$ cat config.mk
export PLATFORM = sky130hd
export DESIGN_NAME = spdif_subframe_assembler
export DESIGN_NICKNAME = d
export VERILOG_FILES = /design/src/rtl/spdif_subframe_assembler.sv
export SDC_FILE = /design/constraint.sdc
export NUM_CORES = 1
export LEC_CHECK = 0
export BUFFER_PORTS_ARGS = -buffer_cell sky130_fd_sc_hd__buf_2
export CAP_MARGIN = 20
export CORE_ASPECT_RATIO = 0.8
export CORE_MARGIN = 2
export CORE_UTILIZATION = 60
export CTS_CLUSTER_DIAMETER = 100
export CTS_CLUSTER_SIZE = 25
export DETAILED_ROUTE_END_ITERATION = 12
export GPL_TIMING_DRIVEN = 0
export PLACE_DENSITY = 0.9
export SLEW_MARGIN = 20
export SYNTH_ARGS = -nofsm -noshare
export SYNTH_HDL_FRONTEND = slang
export SYNTH_SLANG_ARGS = --single-unit
$ cat constraint.sdc
create_clock -name clk -period 6.3 [get_ports clk]
set_clock_uncertainty 0.1 [all_clocks]
set_input_delay 0.945 -clock clk [delete_from_list [all_inputs] [get_ports clk]]
set_output_delay 0.945 -clock clk [all_outputs]
set_load 0.01 [all_outputs]
$ cat src/rtl/spdif_subframe_assembler.sv
// S/PDIF subframe assembler: gathers decoded body bits into samples with V/U/C/P
// flags, parity and framing checks, and builds the channel-status block image.
//
// Ports:
//   clk, rst_n           clock, async active-low reset
//   din, vin             decoded bit and its 1-cycle valid strobe
//   channel              subframe channel from the decoder
//   frame_counter        frame index from the decoder
//   sample, sample_ch    assembled sample (bit0 first received) and its channel
//   sample_frame         frame index latched with the sample
//   v_flag, u_bit, c_bit V/U/C bits of the subframe
//   parity_err           even parity over the whole body failed
//   sample_valid         1-cycle strobe qualifying the sample_* outputs
//   framing_err          1-cycle strobe: subframe short or over-long
//   cs_block, cs_valid   channel-status image and its completion strobe
module spdif_subframe_assembler #(
  parameter int SAMPLE_W   = 24,
  parameter int BLOCK_LEN  = 192,
  parameter int CS_CHANNEL = 0
) (
  input  logic                 clk,
  input  logic                 rst_n,
  input  logic                 din,
  input  logic                 vin,
  input  logic                 channel,
  input  logic [7:0]           frame_counter,
  output logic [SAMPLE_W-1:0]  sample,
  output logic                 sample_ch,
  output logic [7:0]           sample_frame,
  output logic                 v_flag,
  output logic                 u_bit,
  output logic                 c_bit,
  output logic                 parity_err,
  output logic                 sample_valid,
  output logic                 framing_err,
  output logic [BLOCK_LEN-1:0] cs_block,
  output logic                 cs_valid
);

  localparam int BODY_W = SAMPLE_W + 4;
  localparam int CNT_W  = $clog2(BODY_W + 1);

  localparam logic [CNT_W-1:0] LAST = CNT_W'(BODY_W - 1);
  localparam logic [CNT_W-1:0] FULL = CNT_W'(BODY_W);
  localparam logic [8:0]       BLK  = 9'(BLOCK_LEN);
  localparam logic [7:0]       LFR  = 8'(BLOCK_LEN - 1);
  localparam logic             CSCH = 1'(CS_CHANNEL);

  logic [8:0]           tag_q;
  logic [8:0]           tag_d;
  logic                 tag_chg;
  logic [CNT_W-1:0]     bit_cnt;
  logic [BODY_W-1:0]    body;
  logic [BODY_W-1:0]    full_body;
  logic                 over_q;
  logic                 commit;
  logic [BLOCK_LEN-1:0] cs_shadow;
  logic [BLOCK_LEN-1:0] cs_next;
  logic                 cs_we;
  logic                 cs_done;

  assign tag_d   = {channel, frame_counter};
  assign tag_chg = (tag_q != tag_d);

  // Body as it will look once the P bit arriving now is stored.
  assign full_body = {din, body[BODY_W-2:0]};

  // A vin coinciding with a tag change is bit 0 of the new subframe,
  // so it can never be the commit bit.
  assign commit = vin && !tag_chg && (bit_cnt == LAST);

  // Channel-status update is driven from the registered sample outputs.
  assign cs_we = sample_valid && (sample_ch == CSCH) && !parity_err &&
                 ({1'b0, sample_frame} < BLK);
  assign cs_done = cs_we && (sample_frame == LFR);

  always_comb begin
    cs_next = cs_shadow;
    if (cs_we) cs_next[sample_frame] = c_bit;
  end

  always_ff @(posedge clk or negedge rst_n) begin
    if (!rst_n) begin
      tag_q        <= 9'h1FF;
      bit_cnt      <= '0;
      body         <= '0;
      over_q       <= 1'b0;
      sample       <= '0;
      sample_ch    <= 1'b0;
      sample_frame <= '0;
      v_flag       <= 1'b0;
      u_bit        <= 1'b0;
      c_bit        <= 1'b0;
      parity_err   <= 1'b0;
      sample_valid <= 1'b0;
      framing_err  <= 1'b0;
      cs_shadow    <= '0;
      cs_block     <= '0;
      cs_valid     <= 1'b0;
    end else begin
      sample_valid <= 1'b0;
      framing_err  <= 1'b0;
      cs_valid     <= 1'b0;

      if (tag_chg) begin
        tag_q  <= tag_d;
        over_q <= 1'b0;
        if (bit_cnt != '0 && bit_cnt < FULL) framing_err <= 1'b1;
        if (vin) begin
          body[0] <= din;
          bit_cnt <= CNT_W'(1);
        end else begin
          bit_cnt <= '0;
        end
      end else if (vin) begin
        if (bit_cnt < FULL) begin
          body[bit_cnt] <= din;
          bit_cnt       <= bit_cnt + 1'b1;
        end else if (!over_q) begin
          framing_err <= 1'b1;
          over_q      <= 1'b1;
        end
      end

      if (commit) begin
        sample_valid <= 1'b1;
        sample       <= full_body[SAMPLE_W-1:0];
        v_flag       <= full_body[SAMPLE_W];
        u_bit        <= full_body[SAMPLE_W+1];
        c_bit        <= full_body[SAMPLE_W+2];
        parity_err   <= ^full_body;
        sample_ch    <= tag_q[8];
        sample_frame <= tag_q[7:0];
      end

      cs_shadow <= cs_next;
      if (cs_done) begin
        cs_block <= cs_next;
        cs_valid <= 1'b1;
      end
    end
  end

endmodule
==> metrics.yaml, run 1 <==
run_status: "finished, final reports clean"
placed_cell_area_sq_mm: 0.0204
ys_seq_area_share_pct: 62.9
timing_hold_violations_final: 0
post_synth_most_frequent_cells: "sky130_fd_sc_hd__dfrtp_1, sky130_fd_sc_hd__o21ai_0, sky130_fd_sc_hd__nand2_1"
maximum_operating_frequency_ghz: 0.309
syn_nets: 1605
p_comb_share_pct: 2.1
power.total_w: 0.00472
power_switching_share_pct: 21.3
vias_post_dr: 13800
die_area_sq_mm: 0.0323
clock-sinks: 465
cpLargestDelayFamily: "simple AND/OR/NAND/NOR gates"
timing_worst_slew_pin_value_ns: 1.13
fin_crit_ns: 3.24
cts_hold_buf: 0
timing.max_cap.violations: 0
drt_drc_violations_left: 0
drive_gt1_share_pct: 28.1
worstPathRequired_ns: 6.64
placeableCoreArea_sq_mm: 0.0304
diodes: 0
intPower_w: 0.00371
worstSetupPathType: "in -> reg"
starting_density_pct: 60.9
fin_hold_ws_ns: 0.262
via_per_inst: 6.03
worst-path-max-fanout: 10
seqPwrFrac_pct: 63.4
grt_max_degree: 104
global_route_overflow: 0
cts.repair_timing.setup_buffer_count: 0
critical_path.endpoint_type: "register"
max_slew_margin_pct: 23.8
cp-start-kind: "input pin"
cts_tree: "built"
drv_slew: 0
synth.distinct_cells: 42
clk_pin_slew_worst_paths_ns: 0.10
multi_input_gate_area_sq_mm: 0.00620
antenna_found_initial: 0
sequential_cell_area_sq_mm: 0.0116
crit_arrival_ns: 3.58
placed_cells: 2249
fillers: 2124
final_antenna_net_count: 0
htreeDepth: 1
clkPwrFrac_pct: 34.5
cts_repair_resize_count: 0
io_pins: 245
detailedRoute.firstIterationViolations: 1276
synthMostInstantiatedCell: "sky130_fd_sc_hd__dfrtp_1"
tritoncts.num_buffers: 22
postRouteWirelength_um: 50100
ys_dominant_reg_cell: "sky130_fd_sc_hd__dfrtp_1"
synthCells: 1588
syn2layout_area_growth_pct: 13.8
clk-insertion-delay-late_ns: 0.55
worst_path_max_delay_cell: "sky130_fd_sc_hd__nor3_1"
worstPathCellList: "buf_2 > xnor2_1 > nand4_1 > nor3_1 > nand3_1 > clkbuf_1 > buf_1 > mux2_2"
yosys_warn_count: 0
setup_viol: 0
clock_path_buffers: 3
yosysTopAreaCellShare_pct: 61.7
netlist.top_cell.by_area: "sky130_fd_sc_hd__dfrtp_1"
number_of_cell_instances_on_the_worst_register_to_register_path: 7
p_sw_w: 0.00101
clock_tree.root_cell: "sky130_fd_sc_hd__clkbuf_16"
gp_routability_congestion: 0.849
layout.cell_area.non_filler_sq_mm: 0.0211
final-instance-count-excl-fill: 2289
syn_area_per_cell_sq_um: 11.7
hpwl_um: 35800
num_rows: 57
grt_pass1_wl_um: 77600
tcrit_tclk_final_pct: 51.4
finalWorstSetupSlack_ns: 3.06
cellLeakagePower_nw: 10.4
rsz_0062_raised_after_global_routing: "no"
ir_drop_mv: 0.215
routed_wire_length_per_instance_um: 21.9
count_of_state_elements_after_synthesis: 465
post-place-ws_ns: 2.62
hold_path_class: "in -> async"
track_usage_pct: 31.0
grt_pass1_vias: 13600
synthArstFlopShare_pct: 100
ys_top_cells_by_area: "sky130_fd_sc_hd__dfrtp_1, sky130_fd_sc_hd__o21ai_0, sky130_fd_sc_hd__mux2_2"
worst_path_depth: 8
numPortBuffers: 243
pwr_density_cell_mw_per_mm2: 224
max_stage_delay_ns: 0.70
die_width_um: 200
final_layout_net_count: 1877
syn-cell-area_sq_mm: 0.0185
synth_enable_flop_cells: 0
drt_pre_antenna_iters: 5
critical_path_buf_inv_count: 3
dieHeight_um: 161
[cell usage in the layout, fill, tap and decap left out, types with 13 or more instances in the layout]
cell type / synthesis / final
sky130_fd_sc_hd__dfrtp_1: 456 / 456
sky130_fd_sc_hd__mux2_1: 25 / 25
sky130_fd_sc_hd__buf_2: 3 / 245
sky130_fd_sc_hd__clkbuf_16: 0 / 23
sky130_fd_sc_hd__o21ai_0: 309 / 309
sky130_fd_sc_hd__mux2_2: 100 / 100
sky130_fd_sc_hd__buf_6: 34 / 34
sky130_fd_sc_hd__clkbuf_1: 65 / 81
sky130_fd_sc_hd__o21ai_1: 53 / 53
sky130_fd_sc_hd__xnor2_1: 32 / 32
sky130_fd_sc_hd__nand3_1: 31 / 31
sky130_fd_sc_hd__o21ai_2: 100 / 100
sky130_fd_sc_hd__nand2_1: 270 / 270
sky130_fd_sc_hd__nor2_1: 13 / 13
[kinds of logic (layout without fill, tap and decap cells)]
| group | after synthesis | count (layout) | share of synthesized area (%) |
|---|---|---|---|
| and+or+nand+nor | 380 | 380 | 8.89 |
| adders and majority gates | 4 | 4 | 0.271 |
| muxes | 127 | 127 | 7.72 |
| DFF | 465 | 465 | 62.9 |
| AOI/OAI and AO/OA | 467 | 467 | 14.7 |
| buffers and inverters | 110 | 398 | 3.66 |
| xor gates and xnor gates | 35 | 35 | 1.81 |
[worst reg2reg max path: stages, from the launching register on]
cell                       delay [ns]
sky130_fd_sc_hd__dfstp_2         0.56
sky130_fd_sc_hd__xnor2_1         0.12
sky130_fd_sc_hd__nand4_1         0.26
sky130_fd_sc_hd__nor3_1          0.71
sky130_fd_sc_hd__nand3_1         0.19
sky130_fd_sc_hd__clkbuf_1        0.41
sky130_fd_sc_hd__buf_1           0.40
sky130_fd_sc_hd__mux2_2          0.38
[final timing paths]
check,to,from,slack [ns]
hold reg to reg,cs_block[130],cs_block[130],0.37
max in group asynchronous,tag_q[7],rst_n,4.18
min in group clk,cs_block[130],cs_block[130],0.37
hold / removal,cs_block[146],rst_n,0.26
setup reg to reg,sample[5],tag_q[1],3.07
setup / recovery,sample[5],frame_counter[0],3.06
[metal layers]
layer,vias to the layer above,GRT usage [%],share of wire (%)
met5,-,0,0
met4,0,10.1,3.5
met3,137,7.41,10
met2,718,48.1,46
met1,6943,43.9,40
li1,6005,-,-
[through the flow]
step	util, %	setup TNS (ns)
after global placement	66.6	-2049.00
after CTS	69.2	0
after detailed placement	67.1	0
after floorplan	-	0
after global routing	69.3	0
final	69.3	0
[flip-flops by register name, indices dropped and copies added, names as in the netlist]
name	cells
body	27
bit_cnt	5
sample_ch	1
tag_q	9
cs_valid	1
cs_block	192
sample_valid	1
u_bit	1
cs_shadow	191
c_bit	1
sample	24
framing_err	1
v_flag	1
sample_frame	8
parity_err	1
over_q	1
[final cells by class]
type | instances | area share, %
inverter | 5 | 0.0951
timing repair buffer | 248 | 6.48
tap | 413 | 2.45
sequential | 465 | 55.3
clock buffer | 39 | 3.02
multi-input combinational | 1013 | 29.5
buffer | 105 | 3.12
clock inverter | 1 | 0.0535
[power by group through the flow]
stage                     Combinational [W]  Clock (W)  Sequential (W)
after floorplan                   0.0000219          0         0.00305
after global placement            0.0000878          0         0.00305
after detailed placement           0.000102          0         0.00305
after CTS                          0.000103    0.00163         0.00299
after global routing               0.000115    0.00173         0.00300
final                             0.0000993    0.00163         0.00299
Power figures use the tool's default switching activity.
==> run 2, diff against run 1 <==
--- a/config.mk
+++ b/config.mk
@@ -9,12 +9,12 @@
 export CAP_MARGIN = 20
 export CORE_ASPECT_RATIO = 0.8
 export CORE_MARGIN = 2
-export CORE_UTILIZATION = 60
+export CORE_UTILIZATION = 52
 export CTS_CLUSTER_DIAMETER = 100
 export CTS_CLUSTER_SIZE = 25
 export DETAILED_ROUTE_END_ITERATION = 12
 export GPL_TIMING_DRIVEN = 0
-export PLACE_DENSITY = 0.9
+export PLACE_DENSITY = 0.83
 export SLEW_MARGIN = 20
 export SYNTH_ARGS = -nofsm -noshare
 export SYNTH_HDL_FRONTEND = slang
==> constraint.sdc (replaced) <==
create_clock -name clk -period 2.9 [get_ports clk]
set_clock_uncertainty 0.1 [all_clocks]
set_input_delay 0.435 -clock clk [delete_from_list [all_inputs] [get_ports clk]]
set_output_delay 0.435 -clock clk [all_outputs]
set_load 0.01 [all_outputs]
==> run 2 against run 1 <==
- the flow now finishes with violations (setup timing)
- combinational power is 130% higher
- wire length is 2.4% higher
- first-iteration DRC count is 12% higher
- count of clock-buffer cells in the layout is 9 lower
- cell count is 2.6% higher
- non-clock buffer count is 9 higher
- flip-flop and latch count stayed put
- worst hold slack worse by 0.17 ns
- total power is 120% higher
- core utilization is 8.5 points lower
- critical path depth is 2 lower
- clock power is 110% higher
- largest cell class unchanged
- largest power group unchanged
- highest routed layer unchanged
==> metrics.yaml, run 2 (synthesized netlist as in run 1, its figures left out) <==
run_status: "finished with violations"
failed_checks: "setup timing"
routed_wire_length_per_instance_um: 21.9  # -0.15%
clk_pin_slew_worst_paths_ns: 0.10  # about the same
num_rows: 61  # +7.0%
tritoncts.num_buffers: 22  # unchanged
timing_worst_slew_pin_value_ns: 0.816  # -0.318 ns
syn2layout_area_growth_pct: 14.7
timing_hold_violations_final: 0  # unchanged
cp-start-kind: "register"
max_flop_register: "cs_block"
tns_ns: -0.0296  # -0.0296 ns
io_pins: 245  # unchanged
reg2reg_setup_slack_ns: -0.03  # -3.10 ns
power.total_w: 0.0102  # +120%
finalWorstSetupSlack_ns: -0.0296  # -3.09 ns
pwr_density_cell_mw_per_mm2: 480  # +110%
drive_gt1_share_pct: 28.7  # +0.64 points
cts_tree: "built"
track_usage_pct: 27.4  # -3.6 points
antenna_found_initial: 0  # unchanged
grt_pass1_wl_um: 78800  # +1.5%
fin_crit_ns: 2.93
detailedRoute.firstIterationViolations: 1424  # +12%
ir_drop_mv: 0.378  # +76%
flip_flop_count_of_the_largest_register_after_layout: 192  # unchanged
vias_post_dr: 13700  # -0.67%
numPortBuffers: 243  # unchanged
diodes: 0  # unchanged
final_antenna_net_count: 0  # unchanged
critPathMostFrequentCell: "sky130_fd_sc_hd__o21ai_0"
grt_pass1_vias: 13500  # -0.71%
final_common_cell: "sky130_fd_sc_hd__dfrtp_1"
global_route_overflow: 0  # unchanged
maximum_operating_frequency_ghz: 0.341
p_comb_share_pct: 2.2  # about the same
fillers: 2733  # +29%
drt_pre_antenna_iters: 6  # +1
intPower_w: 0.00802  # +120%
critical_path.endpoint_type: "register"
via_per_inst: 5.84  # -3.2%
max_slew_margin_pct: 45.6  # +22 points
rsz_0062_raised_after_global_routing: "yes"
final-instance-count-excl-fill: 2348  # +2.6%
gp_routability_congestion: 0.870  # +2.4%
placed_cells: 2307  # +2.6%
seqPwrFrac_pct: 63.8  # +0.4 points
cpLargestDelayFamily: "simple AND/OR/NAND/NOR gates"
post-place-ws_ns: -0.168  # -2.78 ns
worstPathCellList: "or3b_4 > nor2_2 > nand2_1 > clkbuf_1 > o21ai_0 > o21ai_0"
reg_top3: "cs_block (192), cs_shadow (191), body (27)"
cts.repair_timing.setup_buffer_count: 0  # unchanged
timing.max_cap.violations: 0  # unchanged
layout.cell_area.non_filler_sq_mm: 0.0212  # +0.80%
postRouteWirelength_um: 51300  # +2.4%
placed_cell_area_sq_mm: 0.0204  # +0.28%
worst_path_max_delay_cell: "sky130_fd_sc_hd__or3b_4"
clock_tree.root_cell: "sky130_fd_sc_hd__clkbuf_16"
die_width_um: 215  # +7.3%
mostFrequentLayoutCells: "sky130_fd_sc_hd__dfrtp_1, sky130_fd_sc_hd__o21ai_0, sky130_fd_sc_hd__nand2_1"
dieHeight_um: 173  # +7.2%
placeableCoreArea_sq_mm: 0.0349  # +15%
setup_viol: 1  # +1
die_area_sq_mm: 0.0371  # +15%
critical_path_buf_inv_count: 1  # -2
grt_max_degree: 106  # +1.9%
clock-sinks: 465  # unchanged
hold_path_class: "in -> reg"
power_switching_share_pct: 21.3  # -0.080 points
clk-insertion-delay-late_ns: 0.56  # about the same
crit_arrival_ns: 3.22  # -0.36 ns
starting_density_pct: 53.0  # -7.9 points
p_sw_w: 0.00217  # +120%
drv_slew: 0  # unchanged
clkPwrFrac_pct: 33.9  # -0.6 points
htreeDepth: 1  # unchanged
drt_drc_violations_left: 0  # unchanged
max_stage_delay_ns: 0.47  # -0.23 ns
tcrit_tclk_final_pct: 101
hpwl_um: 36500  # +2.1%
cellLeakagePower_nw: 10.5  # +0.61%
clock_path_buffers: 3  # unchanged
worstSetupPathType: "reg -> reg"
final_layout_net_count: 1886  # +0.48%
worst-path-max-fanout: 10  # unchanged
worstPathRequired_ns: 3.19  # -3.45 ns
[run 2: power groups by stage]
stage	logic [W]	registers [W]	clock network [W]
6_report	0.000226	0.00650	0.00346
5_1_grt	0.000260	0.00651	0.00372
4_1_cts	0.000231	0.00650	0.00349
3_5_place_dp	0.000220	0.00663	0
3_3_place_gp	0.000192	0.00663	0
2_1_floorplan	0.0000476	0.00663	0
[run 2: path summary, 6_finish.rpt]
path,to,cells after the start,start
min,bit_cnt[0],3,vin
max reg2reg,cs_shadow[125],6,sample_ch
max in group asynchronous,sample[17],5,rst_n
min reg2reg,cs_block[180],2,cs_shadow[180]
max,cs_shadow[125],6,sample_ch
min in group asynchronous,cs_block[141],2,rst_n
[run 2: layout make-up]
cell class                 count  area [sq um]  share of cell area [%]
multi-input combinational   1013          6240                    29.4
tap                          472           591                    2.78
timing repair buffer         257          1440                    6.77
inverter                       5          21.3                   0.100
clock inverter                 1          11.3                  0.0531
sequential                   465         11600                    54.9
clock buffer                  30           602                    2.84
buffer                       105           674                    3.18
[run 2: tightest hold or removal path, delay by kind of cell]
kind,cells,cell delay [ns]
buffers and inverters,1,0.15
multiplexers,1,0.08
AND/OR/NAND/NOR,1,0.05
[run 2: through the flow]
stage                     util, %  hold slack [ns]
after floorplan                 -           0.0394
final                        60.8           0.0886
after detailed placement     58.6            0.337
after CTS                    60.7           0.0664
after global routing         60.8           0.0786
after global placement       58.2            0.356
[run 2: metal layers]
layer | GRT usage (%) | part of all wire, % | routed length [um] | vias up
met3 | 6.61 | 8.6 | 4400 | 115
met5 | 0 | 0 | 0 | -
li1 | - | - | - | 6028
met4 | 8.62 | 3.2 | 1660 | 0
met1 | 37.8 | 41 | 21200 | 6951
met2 | 43.2 | 47 | 24100 | 616
[run 2: what timing repair did]
item                                    4_1_cts  5_1_grt
gates resized for setup                       7       42
hold buffers                                 10        0
endpoints found under the setup margin       74      111
pin swaps                                     0        0
hold endpoints to repair                     80        0
